$ cat src/rtl/power_seq_ctrl.sv
// power_seq_ctrl: per-peripheral power sequencer with N independent channels.
// Each channel steps ACTIVE -> IDLE -> SLEEP after programmable dwell counts,
// wakes through a WAKING state that waits for the clock-gating unit's
// acknowledge, and reports handshake completion or timeout as 1-cycle pulses.
//
// Ports:
//   clk, rst            system clock, synchronous active-high reset
//   sleep_eligible[N]   per-channel request to step down power
//   wake_evt[N]         per-channel wake event
//   periph_en[N]        per-channel enable; 0 forces SLEEP
//   clk_ack[N]          clock-running acknowledge (only used in WAKING)
//   idle_thresh         ACTIVE dwell before IDLE, minus one (shared)
//   sleep_thresh        IDLE dwell before SLEEP, minus one (shared)
//   ack_timeout         WAKING cycles allowed without clk_ack, minus one
//   state[N][2]         ACTIVE=00 IDLE=01 SLEEP=10 WAKING=11
//   clk_req[N]          clock request, combinational
//   wake_done[N]        registered pulse, handshake completed
//   wake_err[N]         registered pulse, handshake timed out
//   all_asleep          every channel in SLEEP, combinational

// One sequencer channel.
module power_seq_chan #(
   parameter int TW = 8
) (
   input  logic          clk,
   input  logic          rst,
   input  logic          sleep_eligible,
   input  logic          wake_evt,
   input  logic          periph_en,
   input  logic          clk_ack,
   input  logic [TW-1:0] idle_thresh,
   input  logic [TW-1:0] sleep_thresh,
   input  logic [TW-1:0] ack_timeout,
   output logic [1:0]    state,
   output logic          wake_done,
   output logic          wake_err
);
   typedef enum logic [1:0] {
      ACTIVE = 2'b00,
      IDLE   = 2'b01,
      SLEEP  = 2'b10,
      WAKING = 2'b11
   } st_t;

   st_t           st, nxt_st;
   logic [TW-1:0] cnt, nxt_cnt, cnt_inc;
   logic          nxt_done, nxt_err;

   // Saturating increment: cnt cannot legitimately exceed threshold+1, but
   // hold at all-ones rather than wrap if that ever fails to hold.
   assign cnt_inc = (cnt == '1) ? cnt : cnt + 1'b1;

   always_ff @(posedge clk) begin
      if (rst) begin
         st        <= ACTIVE;
         cnt       <= '0;
         wake_done <= 1'b0;
         wake_err  <= 1'b0;
      end else begin
         st        <= nxt_st;
         cnt       <= nxt_cnt;
         wake_done <= nxt_done;
         wake_err  <= nxt_err;
      end
   end

   always_comb begin
      nxt_st   = st;
      nxt_cnt  = cnt;
      nxt_done = 1'b0;
      nxt_err  = 1'b0;
      if (!periph_en) begin
         nxt_st  = SLEEP;
         nxt_cnt = '0;
      end else begin
         unique case (st)
            ACTIVE: begin
               if (wake_evt) begin
                  nxt_cnt = '0;
               end else if (sleep_eligible && cnt >= idle_thresh) begin
                  nxt_st  = IDLE;
                  nxt_cnt = '0;
               end else if (sleep_eligible) begin
                  nxt_cnt = cnt_inc;
               end else begin
                  nxt_cnt = '0;
               end
            end
            IDLE: begin
               if (wake_evt || !sleep_eligible) begin
                  nxt_st  = ACTIVE;
                  nxt_cnt = '0;
               end else if (cnt >= sleep_thresh) begin
                  nxt_st  = SLEEP;
                  nxt_cnt = '0;
               end else begin
                  nxt_cnt = cnt_inc;
               end
            end
            SLEEP: begin
               if (wake_evt) begin
                  nxt_st  = WAKING;
                  nxt_cnt = '0;
               end
            end
            WAKING: begin
               // Acknowledge wins over a coincident timeout.
               if (clk_ack) begin
                  nxt_st   = ACTIVE;
                  nxt_cnt  = '0;
                  nxt_done = 1'b1;
               end else if (cnt >= ack_timeout) begin
                  nxt_st  = SLEEP;
                  nxt_cnt = '0;
                  nxt_err = 1'b1;
               end else begin
                  nxt_cnt = cnt_inc;
               end
            end
            default: begin
               nxt_st  = ACTIVE;
               nxt_cnt = '0;
            end
         endcase
      end
   end

   assign state = st;
endmodule

module power_seq_ctrl #(
   parameter int N  = 4,
   parameter int TW = 8
) (
   input  logic              clk,
   input  logic              rst,
   input  logic [N-1:0]      sleep_eligible,
   input  logic [N-1:0]      wake_evt,
   input  logic [N-1:0]      periph_en,
   input  logic [N-1:0]      clk_ack,
   input  logic [TW-1:0]     idle_thresh,
   input  logic [TW-1:0]     sleep_thresh,
   input  logic [TW-1:0]     ack_timeout,
   output logic [N-1:0][1:0] state,
   output logic [N-1:0]      clk_req,
   output logic [N-1:0]      wake_done,
   output logic [N-1:0]      wake_err,
   output logic              all_asleep
);
   logic [N-1:0] is_sleep;

   for (genvar i = 0; i < N; i++) begin : g_chan
      power_seq_chan #(.TW(TW)) u_chan (
         .clk            (clk),
         .rst            (rst),
         .sleep_eligible (sleep_eligible[i]),
         .wake_evt       (wake_evt[i]),
         .periph_en      (periph_en[i]),
         .clk_ack        (clk_ack[i]),
         .idle_thresh    (idle_thresh),
         .sleep_thresh   (sleep_thresh),
         .ack_timeout    (ack_timeout),
         .state          (state[i]),
         .wake_done      (wake_done[i]),
         .wake_err       (wake_err[i])
      );
      assign is_sleep[i] = (state[i] == 2'b10);
      assign clk_req[i]  = periph_en[i] & ~is_sleep[i];
   end

   assign all_asleep = &is_sleep;
endmodule

$ cat config.mk
export PLATFORM = sky130hd
export DESIGN_NAME = power_seq_ctrl
export DESIGN_NICKNAME = d
export VERILOG_FILES = /design/src/rtl/power_seq_ctrl.sv
export SDC_FILE = /design/constraint.sdc
export NUM_CORES = 1
export LEC_CHECK = 0
export ABC_CLOCK_PERIOD_IN_PS = 3490
export CAP_MARGIN = 5
export CORE_ASPECT_RATIO = 0.5
export CORE_MARGIN = 2
export CORE_UTILIZATION = 52
export CTS_BUF_LIST = sky130_fd_sc_hd__clkbuf_8
export CTS_CLUSTER_DIAMETER = 40
export DETAILED_ROUTE_END_ITERATION = 6
export PLACE_DENSITY = 0.76
export SLEW_MARGIN = 30
export SYNTH_ARGS = -nofsm -noshare
export SYNTH_HDL_FRONTEND = slang
export SYNTH_SLANG_ARGS = --single-unit
$ cat constraint.sdc
create_clock -name clk -period 3.49 [get_ports clk]
set_input_delay 0.698 -clock clk [delete_from_list [all_inputs] [get_ports clk]]
set_output_delay 0.698 -clock clk [all_outputs]
set_load 0.03 [all_outputs]
-- Word-level counts from Yosys, hierarchy flattened
Index checks and enable logic that the tools add are counted.
- register bits: 48
- input port bits: 42
- output and inout bits: 21
- word-level logic and storage cells: 229
- add/sub/neg operators: 4
- $lt $le $gt $ge: 12
- equal/unequal tests: 56
- multiplexer cells: 84
- bitwise operators: 16
- reduce and logical (&&, ||, !) cells: 37
- operator list (operator ; count):
    $mux W8 ; 36
    $pmux W8 S4 ; 4
    $ge A8 B8 Y1 ; 12
    $mux W2 ; 32
    $reduce_and A5 Y1 ; 8
    $add A8 B1 Y8 const B ; 4
    $eq A8 B8 Y1 const B ; 4
    $pmux W2 S4 ; 4
    $ne A3 B2 Y1 const B ; 8
    $ne A3 B3 Y1 const B ; 8
    $eq A2 B2 Y1 const B ; 8
    $ne A2 B2 Y1 const B ; 8
    $ne A4 B2 Y1 const B ; 4
    $ne A4 B3 Y1 const B ; 4
    $reduce_or A4 Y1 ; 4
    $ne A3 B1 Y1 const B ; 4
    $not A1 Y1 ; 12
    $reduce_or A3 Y1 ; 4
    $eq A2 B1 Y1 const B ; 4
    $logic_not A2 Y1 ; 4
    $mux W1 ; 8
    $ne A2 B1 Y1 const B ; 4
    $reduce_or A2 Y1 ; 4
    $and A1 B1 Y1 ; 4
    other kinds (4) ; 13

-- Logic depth before layout (Yosys ltp)
- depth after elaboration: 6
- depth in mapped cells: 10
- gate-level depth less buffers: 9

-- Modules after synthesis
From an unflattened synthesis, not the netlist that was laid out.
- cell total of the unflattened synthesis: 663
- area total of the unflattened synthesis: 5228.8 µm²
- by module, submodules not included (module ; instances ; cells an instance ; area an instance (µm²) ; sequential area each (µm²)):
    power_seq_chan (g_chan[0].u_chan ...) ; 3 ; 170 ; 1302.5 ; 240.2
    power_seq_chan (g_chan[3].u_chan) ; 1 ; 144 ; 1242.4 ; 240.2
    power_seq_ctrl ; 1 ; 9 ; 78.8 ; 0.0

-- Least setup slack after synthesis
No wires, ideal clock.
- path type: register -> output
- from: reg g_chan[0].u_chan.st[1]
- to: out all_asleep
- arrival: 1737 ps
- data required time: 2792 ps
- setup slack: 1055 ps
- cell stages (with the launch flop): 3
- path buffers: 0
- cells stage by stage: dfxtp_1 nand2_1 nor4_1
- cells in the longest elaborated chain, start to end: 2
- RTL lines (item ; line ; source):
    from (decl) ; 45 ; st_t st, nxt_st;
    from (signal assigned) ; 60 ; st <= nxt_st;
    $eq A2 B2 Y1 ; 167 ; assign is_sleep[i] = (state[i] == 2'b10);
    $reduce_and A4 Y1 ; 171 ; assign all_asleep = &is_sleep;
    to (decl) ; 148 ; output logic all_asleep
No other way between the ends.

-- Worst setup path after layout
- from: in idle_thresh[1]
- to: reg g_chan[3].u_chan.cnt[6]
- cells in the longest elaborated chain, start to end: 5
- RTL lines (item ; line ; source):
    from (decl) ; 141 ; input logic [TW-1:0] idle_thresh,
    $ge A8 B8 Y1 ; 80 ; end else if (sleep_eligible && cnt >= idle_thresh) begin
    $logic_and A1 B1 Y1 ; 80 ;
    $mux W8 ; 80 ;
    $mux W8 ; 78 ; if (wake_evt) begin
    $pmux W8 S4 ; 76 ; unique case (st)
    to (signal assigned) ; 61 ; cnt <= nxt_cnt;
    to (decl) ; 46 ; logic [TW-1:0] cnt, nxt_cnt, cnt_inc;
No other way between the ends.
A chain may end at the register's enable or synchronous reset.

==> results list <==
- After detailed routing, the number of remaining DRC violations is 0.
- Half-perimeter wire length of the detailed placement result: 9.15 mm
* Routed length on met3: 784 um
- Counting distinct cell types in the post-synthesis netlist gives 46.
- The clock passes through at most 2 buffers.
- Maximum number of pins on one net before global-route repair: 15
* ANT cells: 0
- ha_1 takes more of the synthesized area than any other cell.
- The die is 70.0 um tall.
- The number of antenna violations at the first check in global routing was 1.
* Post-synthesis cell count: 561
- Across the VDD grid, the largest voltage drop is 172 uV.
* Effective utilization at floorplan: 55.0%
* Count of input and output buffers: 62
- Die outline area: 0.00951 sq mm
- RSZ-0062 raised after global routing: no
* Required time of the critical path: 3.73 ns
- During synthesis, Yosys emitted a total of 0 warnings.
- Worst Hold Margin: 0.546 ns
- Synth top cells by count: ha_1, nand2_1, nor2_1, dfxtp_1, a21oi_1
- Via/cell ratio: 5.84
- Achievable Freq: 0.342 GHz
- The via count of the first global-routing pass was 3,851.
- Number of filler cells placed in the layout: 749
- Vias: 4,298
- Maximum fanout along the worst path: 13
* Worst rel slew slack: 52.5%
- # H-tree levels: 2
- In this run the clock root is driven by a clkbuf_8.
- Dividing total power by cell area gives a power density of 250 mW/mm^2.
- STA classifies the critical path startpoint as an input port.
* Top cell type's share of synthesized area: 27.6%
- The flow ran to the end, and the final reports show no timing, DRC or antenna violations.
- For this design the static power due to leakage is 2.30 nW.
- Once the clock tree was built, the resizer swapped 0 gates to a different size.
- Wire length of the first global-routing pass: 19.0 mm
* Die width: 136 um
* CTS Hold Bufs: 0
- Across the run, the number of max-cap violations was 0.
* Ratio of cells with drive above 1 in the final layout: 4.81%
- In this run, synthesis produced a sequential element count of 48.
* Clock insertion delay at the later pin of the skew report: 0.32 ns
* Routed WL: 11.7 mm
- Boundary pin count: 63
* Type of the setup path with the least slack: input port to flip-flop
- Post-CTS setup buffer count: 0
* Routed wirelength normalized by instance count: 15.9 um
- Cell breakdown of the critical path: clkdlybuf4s50_1 -> inv_1 -> ha_1 -> o21ai_1 -> a21oi_1 -> o31ai_1 -> o211ai_1 -> o41ai_4 -> o31ai_1 -> a211oi_1
- The worst hold path belongs to the class flip-flop to flip-flop.
- Number of flops mapped to enable cells by yosys: 0
- Iteration-0 DRC Markers: 303
- In this design, the stage delay of the slowest critical-path cell is 0.62 ns.
* Final non-filler cell total: 736
* Slew at the pin closest to its max-slew limit: 0.710 ns
- The pre-antenna-repair detailed-routing pass consisted of 5 iterations.
- Synthesized area per cell: 8.07 sq um
- Among the stages of the critical path, the cell type that occurs most often is o31ai_1.
* Sequential share of the synthesized area: 21.2%
- Top cells by area in the synthesized netlist: ha_1, dfxtp_1, a21oi_1
* Core footprint: 0.00823 sq mm
* Endpoints failing setup: 0
- Clock transition at the register clock pins on the worst setup and hold paths after CTS: 0.09 ns
* Remaining Overflow, GRT: 0
- Number of hold violations in the final report: 0
- Routability-driven placement finished with a final weighted congestion of 0.886.
- Summed over all nets, wire length on met2 after detailed routing comes to 4.97 mm.
* Synth Net Count: 703
- For this run, the post-layout net count is 765.
- Buf+Inv Stages, Crit Path: 2
- Placed insts: 728
- With fillers left out, the area of the finished cells amounts to 0.00536 sq mm.
- From synthesis to final layout, the design area changed by 18.4%.
- For this design, the slowest cell found on the critical path is o41ai_4.
- CTS tree: yes
* Post-route setup TNS: 0 ns
- The tree built by TritonCTS fans out to 48 sinks.
* Area after DPL: 0.00525 sq mm
- Total routing usage reported by global routing: 25.4%
- The detail route stage leaves a number of antenna-violating nets equal to 0.
- The number of clock buffers added by TritonCTS is 5.
- Dividing the final minimum period by the clock period gives 83.8%.
* Minimum clock period after layout: 2.92 ns
- Final number of max-transition violations: 0
- For the final database, setup skew stands at 0.00529 ns.
- Summed instance area of the synthesized netlist: 0.00453 sq mm
* Endpoint arrival time on the critical path: 3.16 ns
- The highest metal layer carrying signal wires in the routed design is met5.
* Crit end category: flip-flop
- The kind of cell with the highest combined delay along the critical path is compound AO/OA/AOI/OAI gates.
- Site Rows: 23
- Of all flip-flops after synthesis, the portion carrying an async set or reset was 0%.
- Routed length on met1: 5.82 mm
* Top-count cell post-synth: ha_1
- The most used flip-flop cell after synthesis is dfxtp_1.
## final timing paths
path / startpoint / cells past startpoint / slack (ns) / end
worst max-delay path: idle_thresh[1] / 10 / 0.57 / g_chan[3].u_chan.cnt[6]
worst min-delay path: g_chan[1].u_chan.state[0] / 1 / 0.55 / g_chan[1].u_chan.state[0]
worst max register to register: g_chan[3].u_chan.cnt[0] / 9 / 0.99 / g_chan[3].u_chan.cnt[6]
worst min register to register: g_chan[1].u_chan.state[0] / 1 / 0.55 / g_chan[1].u_chan.state[0]
## stage by stage
stage / setup WS, ns / total power, W / util, %
finish: 0.565 / 0.00134 / 65.1
global route: 0.441 / 0.00142 / 65.1
CTS: 0.563 / 0.00135 / 65.1
detailed placement: 0.236 / 0.000938 / 63.8
global placement: 0.0399 / 0.000929 / 63.7
floorplan: 1.05 / 0.000799 / -
## kinds of logic (layout without fill, tap and decap cells)
| group | count (synthesis) | count (layout) | synth area share, % |
|---|---|---|---|
| compound gates | 137 | 137 | 20.5 |
| xor+xnor | 15 | 15 | 2.90 |
| simple gates | 207 | 207 | 22.4 |
| buf+inv | 53 | 116 | 5.14 |
| mux | 1 | 1 | 0.221 |
| fa+ha+maj | 100 | 100 | 27.6 |
| flops | 48 | 48 | 21.2 |
## layout make-up
cell class,count,area (sq um),area share (%)
clock buffers,5,68.8,1.28
clock inverters,3,38.8,0.724
inverters,42,158,2.94
multi-input cells,460,3340,62.4
flip-flops and latches,48,961,17.9
well taps,112,140,2.61
repair buffers,66,651,12.1
## state kept, by name, indices dropped and copies added (netlist names)
name,count
g_chan.u_chan.wake_err,4
g_chan.u_chan.state,8
g_chan.u_chan.wake_done,4
g_chan.u_chan.cnt,32
## routing by layer
metal,up-vias,global-route usage [%]
met4,2,4.98
li1,2190,-
met5,-,0
met1,1976,36.3
met2,112,38.8
met3,18,5.88
## placed cells by master (no fill, tap or decap), drive strengths merged, types with 13 or more instances in the layout
master,instances
ha,100
dfxtp,48
nand3,21
nand2,57
clkdlybuf4s50,62
nor2,50
a21oi,46
nand2b,13
o21ai,31
inv,43
nor3,20
## where the power goes
group / switching, W / internal, W / leakage, nW
Clock: 0.000200 / 0.000210 / 0.0593
Combinational: 0.000196 / 0.000152 / 1.85
Sequential: 0.0000216 / 0.000562 / 0.389
Note: power is estimated with default switching activity, not from simulation.
